===== config.mk =====
export PLATFORM = sky130hd
export DESIGN_NAME = mem_bus_arbiter
export DESIGN_NICKNAME = d
export VERILOG_FILES = /design/src/rtl/mem_bus_arbiter.sv
export SDC_FILE = /design/constraint.sdc
export NUM_CORES = 1
export LEC_CHECK = 0
export BUFFER_PORTS_ARGS = -buffer_cell sky130_fd_sc_hd__buf_2
export CAP_MARGIN = 20
export CORE_ASPECT_RATIO = 1.2
export CORE_MARGIN = 2
export CORE_UTILIZATION = 46
export DETAILED_ROUTE_END_ITERATION = 16
export MAX_ROUTING_LAYER = met4
export PLACE_DENSITY_LB_ADDON = 0.3
export SLEW_MARGIN = 0
export SYNTH_ARGS = -nofsm -noshare
export SYNTH_HDL_FRONTEND = slang
export SYNTH_SLANG_ARGS = --single-unit

===== constraint.sdc =====
create_clock -name clk -period 2.5 [get_ports clk]
set_clock_uncertainty 0.15 [all_clocks]
set_input_delay 0 -clock clk [delete_from_list [all_inputs] [get_ports clk]]
set_output_delay 0 -clock clk [all_outputs]
set_load 0.01 [all_outputs]

===== src/rtl/mem_bus_arbiter.sv =====
// Round-robin arbiter and access sequencer sharing one RAM/UART bus between CPU (M0) and loader (M1).
// Each grant runs IDLE -> ACCESS (region-dependent wait) -> ACK, with every output registered.
module mem_bus_arbiter #(
  parameter logic [15:0] UART_BASE = 16'hFF80,
  parameter int unsigned WAIT_RAM  = 1,
  parameter int unsigned WAIT_IO   = 3
) (
  input  logic        clk,
  input  logic        rst_n,
  input  logic        m0_req,
  input  logic        m0_we,
  input  logic        m0_be,
  input  logic [15:0] m0_addr,
  input  logic [15:0] m0_wdata,
  output logic [15:0] m0_rdata,
  output logic        m0_ack,
  output logic        m0_gnt,
  input  logic        m1_req,
  input  logic        m1_we,
  input  logic        m1_be,
  input  logic [15:0] m1_addr,
  input  logic [15:0] m1_wdata,
  output logic [15:0] m1_rdata,
  output logic        m1_ack,
  output logic        m1_gnt,
  output logic [15:0] bus_addr,
  output logic [15:0] bus_wdata,
  output logic        bus_we,
  output logic        bus_re,
  output logic        bus_be,
  input  logic [15:0] bus_rdata
);

  localparam logic [3:0] LP_WAIT_RAM = 4'(WAIT_RAM);
  localparam logic [3:0] LP_WAIT_IO  = 4'(WAIT_IO);

  typedef enum logic [1:0] {S_IDLE, S_ACCESS, S_ACK} state_t;

  state_t      r_state;
  logic        r_last;
  logic        r_owner;
  logic [3:0]  r_cnt;
  logic [15:0] r_bus_addr;
  logic [15:0] r_bus_wdata;
  logic        r_bus_we;
  logic        r_bus_re;
  logic        r_bus_be;
  logic [15:0] r_m0_rdata;
  logic [15:0] r_m1_rdata;
  logic        r_m0_ack;
  logic        r_m1_ack;
  logic        r_m0_gnt;
  logic        r_m1_gnt;

  logic        w_pick_m1;
  logic        w_we;
  logic        w_be;
  logic [15:0] w_addr;
  logic [15:0] w_wdata;
  logic [3:0]  w_wait;

  // On a tie the master that did not win last time gets the bus.
  assign w_pick_m1 = m1_req & (~m0_req | ~r_last);
  assign w_we      = w_pick_m1 ? m1_we    : m0_we;
  assign w_be      = w_pick_m1 ? m1_be    : m0_be;
  assign w_addr    = w_pick_m1 ? m1_addr  : m0_addr;
  assign w_wdata   = w_pick_m1 ? m1_wdata : m0_wdata;
  assign w_wait    = (w_addr >= UART_BASE) ? LP_WAIT_IO : LP_WAIT_RAM;

  always_ff @(posedge clk or negedge rst_n) begin
    if (!rst_n) begin
      r_state     <= S_IDLE;
      r_last      <= 1'b1;
      r_owner     <= 1'b0;
      r_cnt       <= 4'd0;
      r_bus_addr  <= 16'h0000;
      r_bus_wdata <= 16'h0000;
      r_bus_we    <= 1'b0;
      r_bus_re    <= 1'b0;
      r_bus_be    <= 1'b0;
      r_m0_rdata  <= 16'h0000;
      r_m1_rdata  <= 16'h0000;
      r_m0_ack    <= 1'b0;
      r_m1_ack    <= 1'b0;
      r_m0_gnt    <= 1'b0;
      r_m1_gnt    <= 1'b0;
    end else begin
      case (r_state)
        S_IDLE: begin
          if (m0_req || m1_req) begin
            r_bus_addr  <= w_addr;
            r_bus_wdata <= w_wdata;
            r_bus_be    <= w_be;
            r_bus_we    <= w_we;
            r_bus_re    <= ~w_we;
            r_owner     <= w_pick_m1;
            r_last      <= w_pick_m1;
            r_m0_gnt    <= ~w_pick_m1;
            r_m1_gnt    <= w_pick_m1;
            r_cnt       <= w_wait;
            r_state     <= S_ACCESS;
          end
        end
        S_ACCESS: begin
          if (r_cnt != 4'd0) begin
            r_cnt <= r_cnt - 4'd1;
          end else begin
            // Writes also capture the bus so both access kinds finish identically.
            if (r_owner) begin
              r_m1_rdata <= bus_rdata;
              r_m1_ack   <= 1'b1;
            end else begin
              r_m0_rdata <= bus_rdata;
              r_m0_ack   <= 1'b1;
            end
            r_bus_we <= 1'b0;
            r_bus_re <= 1'b0;
            r_state  <= S_ACK;
          end
        end
        S_ACK: begin
          r_m0_ack <= 1'b0;
          r_m1_ack <= 1'b0;
          r_m0_gnt <= 1'b0;
          r_m1_gnt <= 1'b0;
          r_state  <= S_IDLE;
        end
        default: r_state <= S_IDLE;
      endcase
    end
  end

  assign bus_addr  = r_bus_addr;
  assign bus_wdata = r_bus_wdata;
  assign bus_we    = r_bus_we;
  assign bus_re    = r_bus_re;
  assign bus_be    = r_bus_be;
  assign m0_rdata  = r_m0_rdata;
  assign m1_rdata  = r_m1_rdata;
  assign m0_ack    = r_m0_ack;
  assign m1_ack    = r_m1_ack;
  assign m0_gnt    = r_m0_gnt;
  assign m1_gnt    = r_m1_gnt;

endmodule


* Yosys cells after proc, flatten, opt, wreduce, memory -nomap -nowiden
Index checks and enable logic that the tools add are counted.
Storage, ports and cells: flip-flop bits (word level) 79, latch bits 0, RAM bits 0, memory bits (read-only) 0, bits of input ports 88, output and inout bits 71, word-level logic and storage cells 73, memories kept 0
Cells by class: add/sub/neg operators 1, multipliers 0, div/mod/pow operators 0, order comparisons 1, equality and inequality tests 7, shift operators 0, muxes and demuxes 26, bitwise operators 8, reductions and logical operators 15
Operators by type and width (number):
- 2-to-1 mux 16 bit | 2
- AND reduction 3 bit | 6
- greater-or-equal comparator 16 bit (second input constant) | 1
- one-hot mux 1 bit (2 select lines) | 6
- 2-to-1 mux 1 bit | 11
- inequality test 2 bit (second input constant) | 5
- 2-to-1 mux 4 bit | 2
- one-hot mux 4 bit (2 select lines) | 1
- 2-to-1 mux 2 bit | 3
- inverter 1 bit | 6
- AND reduction 2 bit | 3
- nonzero test 2 bit | 3
- one-hot mux 2 bit (2 select lines) | 1
- nonzero test 4 bit | 1
- subtractor 4 x 1 -> 4 bit (second input constant) | 1
- == test 2 x 1 -> 1 bit (second input constant) | 1
- == test 2 bit (second input constant) | 1
- logical NOT 2 bit | 1
- bitwise AND 1 bit | 1
- logical OR 1 bit | 1
- OR 1 bit | 1

* Longest topological paths before layout
depth after elaboration 8, depth in mapped cells 8, depth with buffers taken out 6

* Least setup slack after synthesis
OpenSTA, ideal clock, no wires.
kind register -> register, start register r_cnt[0], end register r_m0_rdata[10] (netlist: m0_rdata[10]), setup time 0.125 ns, arrival 1.843 ns, data required time 2.225 ns, setup slack 0.381 ns, cell stages (with the launch flop) 9, buffers on the path 2, clock period less this slack 2.119 ns, cell sequence dfrtp_1 inv_1 ha_1 or3b_4 nor2b_4 and2b_1 buf_6 buf_12 mux2_4
Between the ends: longest elaborated chain between the ends 3
Ends and longest elaborated chain:
- start: declaration | RTL line 42 | logic [3:0] r_cnt;
- start signal: assignment | RTL line 100 | r_cnt <= w_wait;
- start signal: assignment | RTL line 106 | r_cnt <= r_cnt - 4'd1;
- nonzero test 4 bit | RTL line 105 | if (r_cnt != 4'd0) begin
- inverter 1 bit (no source line)
- AND reduction 3 bit (no source line)
- end signal: assignment | RTL line 113 | r_m0_rdata <= bus_rdata;
- end: declaration | RTL line 48 | logic [15:0] r_m0_rdata;
Every way passes these cells. A chain may end at the register's enable or synchronous reset.

* Worst setup path after layout
start register r_state[0], end register r_bus_wdata[7] (netlist: bus_wdata[7])
Between the ends: longest elaborated chain between the ends 2
Ends and longest elaborated chain:
- start: declaration | RTL line 39 | state_t r_state;
- start signal: assignment | RTL line 72 | r_state <= S_IDLE;
- start signal: assignment | RTL line 101 | r_state <= S_ACCESS;
- start signal: assignment | RTL line 118 | r_state <= S_ACK;
- logical NOT 2 bit | RTL line 88 | case (r_state)
- AND reduction 2 bit (no source line)
- end signal: assignment | RTL line 92 | r_bus_wdata <= w_wdata;
- end: declaration | RTL line 44 | logic [15:0] r_bus_wdata;
Every way passes these cells.

==> results.txt <==
Post-synthesis cell type count: 35
Post-route ant nets: 0
Tightest Pin Transition: 500 ps
Syn nets: 409
Clk slew on worst S/H paths: 80 ps
Worst setup EP type: flop
CP Cell Sequence: nor2_1 -> o21a_2 -> buf_4 -> nor2_1 -> a31oi_1 -> dlygate4sd3_1
CTS Buf Count: 9
Initial DRT Pass Iterations: 4
Crit path time final: 2230 ps
Status: finished, final reports clean
Ys async rst share: 1.00
# IOs: 159
Leakage Power: 2.61 nW
Crit path depth: 6
Worst hold path type: in -> reg
WP data required: 2640 ps
Max VDD drop: 0.650 mV
# setup viols final: 0
Starting density of the core: 0.470
Final WS setup: 268 ps
CTS H-tree depth: 3
TritonCTS clock tree: yes
Pins Over Slew Limit: 0
Setup bufs post-CTS: 0
Layout cell share with drive strength beyond 1: 0.391
Bufs and invs on worst path: 2
Netlist Area Pre-Place: 3400 um2
Routed len/inst: 14.6 um
Worst flop-to-flop path endpoint: bus_wdata[7]
Register area share after synthesis: 0.581
Top_reg_cell synth: dfrtp_1
GRT Util Overall: 0.251
Pre-CTS WS: 284 ps
Global-route wire length before repair: 15,200 um
Setup_tns: 0 ps
Most common cell after layout, fill and taps aside: buf_2
Antenna violations before repair: 0
Final cycle utilization of the critical path: 0.893
Hold Worst Slack: 143 ps
GRT Residual Overflow: 0
Port buffer count: 158
DIE WIDTH: 82.5 um
Largest buffer count on any clock path: 2
Max Cap Viol: 0
# diodes: 0
# fillers: 491
#FFs+latches synth: 79
Slew headroom: 0.664
CP peak stage delay: 570 ps
Clk_lat worst skew: 340 ps
Critical path origin: r_state[0]
Register area: 1980 um2
WP data arrival: 2370 ps
Largest net degree at the start of global routing: 80
Initial DRC Count: 65
Unrepaired setup endpoints after global routing: no
Via count: 3,307
Met2 GRT Util: 0.407
Commonest non-fill, non-tap cells in the layout: buf_2 (157), dlygate4sd3_1 (88), nand2_1 (79)
Crit path kind: reg -> reg
Met3 Use GR: 0.0610
RD Place Congestion: 0.815
Crit path to: bus_wdata[7]
Critical path's most frequent cell: nor2_1
Final #Nets: 657
Reg2Reg Depth: 6
Area of the multi-input gates: 1320 um2
Die Ht: 98.2 um
CTS sink cnt: 79
Vias in the first global route: 3,384
Final hold violation count: 0
PD cells: 1190 nW/um2
Die area: 8100 um2
Flop-to-flop setup slack: 270 ps
CP delay by family, top: buffers and inverters
Root buffer cell: clkbuf_8
Met1 usage: 0.301
Syn Inst Count: 319
Detailed Route WL: 9630 um
Core area: 7230 um2
RR Startpoint: r_state[0]
CTS resizes: 0
EDFF count, synth: 0
Max FO, Critical Path: 17
DRC Markers: 0
Fmax: 448 MHz
Vias/cell: 5.00
Slowest cell on crit path: dlygate4sd3_1
Startpoint Class: flop
Yosys warnings: 0
Layout area overhead: 58.8%
Syn Area/Cell: 10.7 um2
Global routing's busiest layer: met2
Tot Pwr: 6.44 mW
Dpl hpwl: 5590 um
Rows: 34
==> routing by layer <==
layer | vias to the layer above | wire length, um
li1 | 1577 | -
met1 | 1557 | 3900
met2 | 152 | 4840
met3 | 21 | 660
met4 | 0 | 224
met5 | - | 0
==> cell families after synthesis <==
logic type | Yosys count | synth area share
compound gates | 48 | 0.0894
fa+ha+maj | 2 | 0.00735
buf+inv | 21 | 0.0324
simple gates | 133 | 0.162
xor+xnor | 2 | 0.00515
flops | 79 | 0.581
mux | 34 | 0.122
==> registers in the layout, indices dropped and copies added (netlist names), 2 cells and up <==
register and count:
m1_rdata 16, r_cnt 4, r_state 2, bus_wdata 16
m0_rdata 16, bus_addr 16
==> synth_stat cells, drive strengths merged (2+ instances only) <==
| cell | count | area [um2] |
|---|---|---|
| xor2 | 2 | 17.5 |
| nor4 | 2 | 12.5 |
| buf | 4 | 46.3 |
| o21ai | 7 | 35.0 |
| clkbuf | 14 | 52.6 |
| ha | 2 | 25.0 |
| nand4 | 2 | 12.5 |
| nand2 | 80 | 308 |
| mux2 | 33 | 405 |
| a31oi | 33 | 206 |
| nor2 | 38 | 143 |
| dfrtp | 78 | 1950 |
| nor2b | 3 | 26.3 |
| nand3 | 4 | 20.0 |
| inv | 3 | 11.3 |
==> through the flow <==
stage | utilization | instances | area [um2]
6_report | 0.747 | 661 | 5400
5_1_grt | 0.747 | 661 | 5400
4_1_cts | 0.742 | 659 | 5370
3_5_place_dp | 0.593 | 557 | 4290
3_3_place_gp | 0.593 | 557 | 4290
2_1_floorplan | - | 319 | 3400
==> tightest hold or removal path, stage by stage <==
cell	delay [ps]
buf_2	90
nand3_1	80
nor4_1	160
o21ai_0	160
o221ai_1	100
==> how the worst min path moves through the flow <==
stage	from	end	slack, ps	cells after the start
finish	m1_addr[14]	r_cnt[1]	140	5
detailed placement	rst_n	m0_rdata[11]	70	1
CTS	m1_addr[14]	r_cnt[1]	130	5
global placement	rst_n	m0_rdata[10]	70	1
floorplan	rst_n	bus_addr[0]	-450	0
global route	m0_addr[15]	r_cnt[1]	180	5
==> area by class of cell <==
cell class                      count  share of cell area
Clock inverter                      6              0.0155
Inverter                            3             0.00208
Multi-Input combinational cell    219               0.244
Sequential cell                    79               0.366
Timing Repair Buffer              255               0.328
Clock buffer                        9              0.0229
Tap cell                           90              0.0208
==> power breakdown <==
part / switching, mW / leakage, nW / internal (mW) / total [mW]
Sequential: 0.364 / 0.911 / 1.94 / 2.30
Clock: 0.454 / 0.109 / 0.555 / 1.01
Combinational: 1.43 / 1.59 / 1.70 / 3.13
==> timing repair <==
action / in CTS / in global routing
setup endpoints to repair: 0 / 0
hold endpoints to repair: 147 / 5
hold buffers: 87 / 1
No activity file was read; power rests on OpenSTA's default activity.
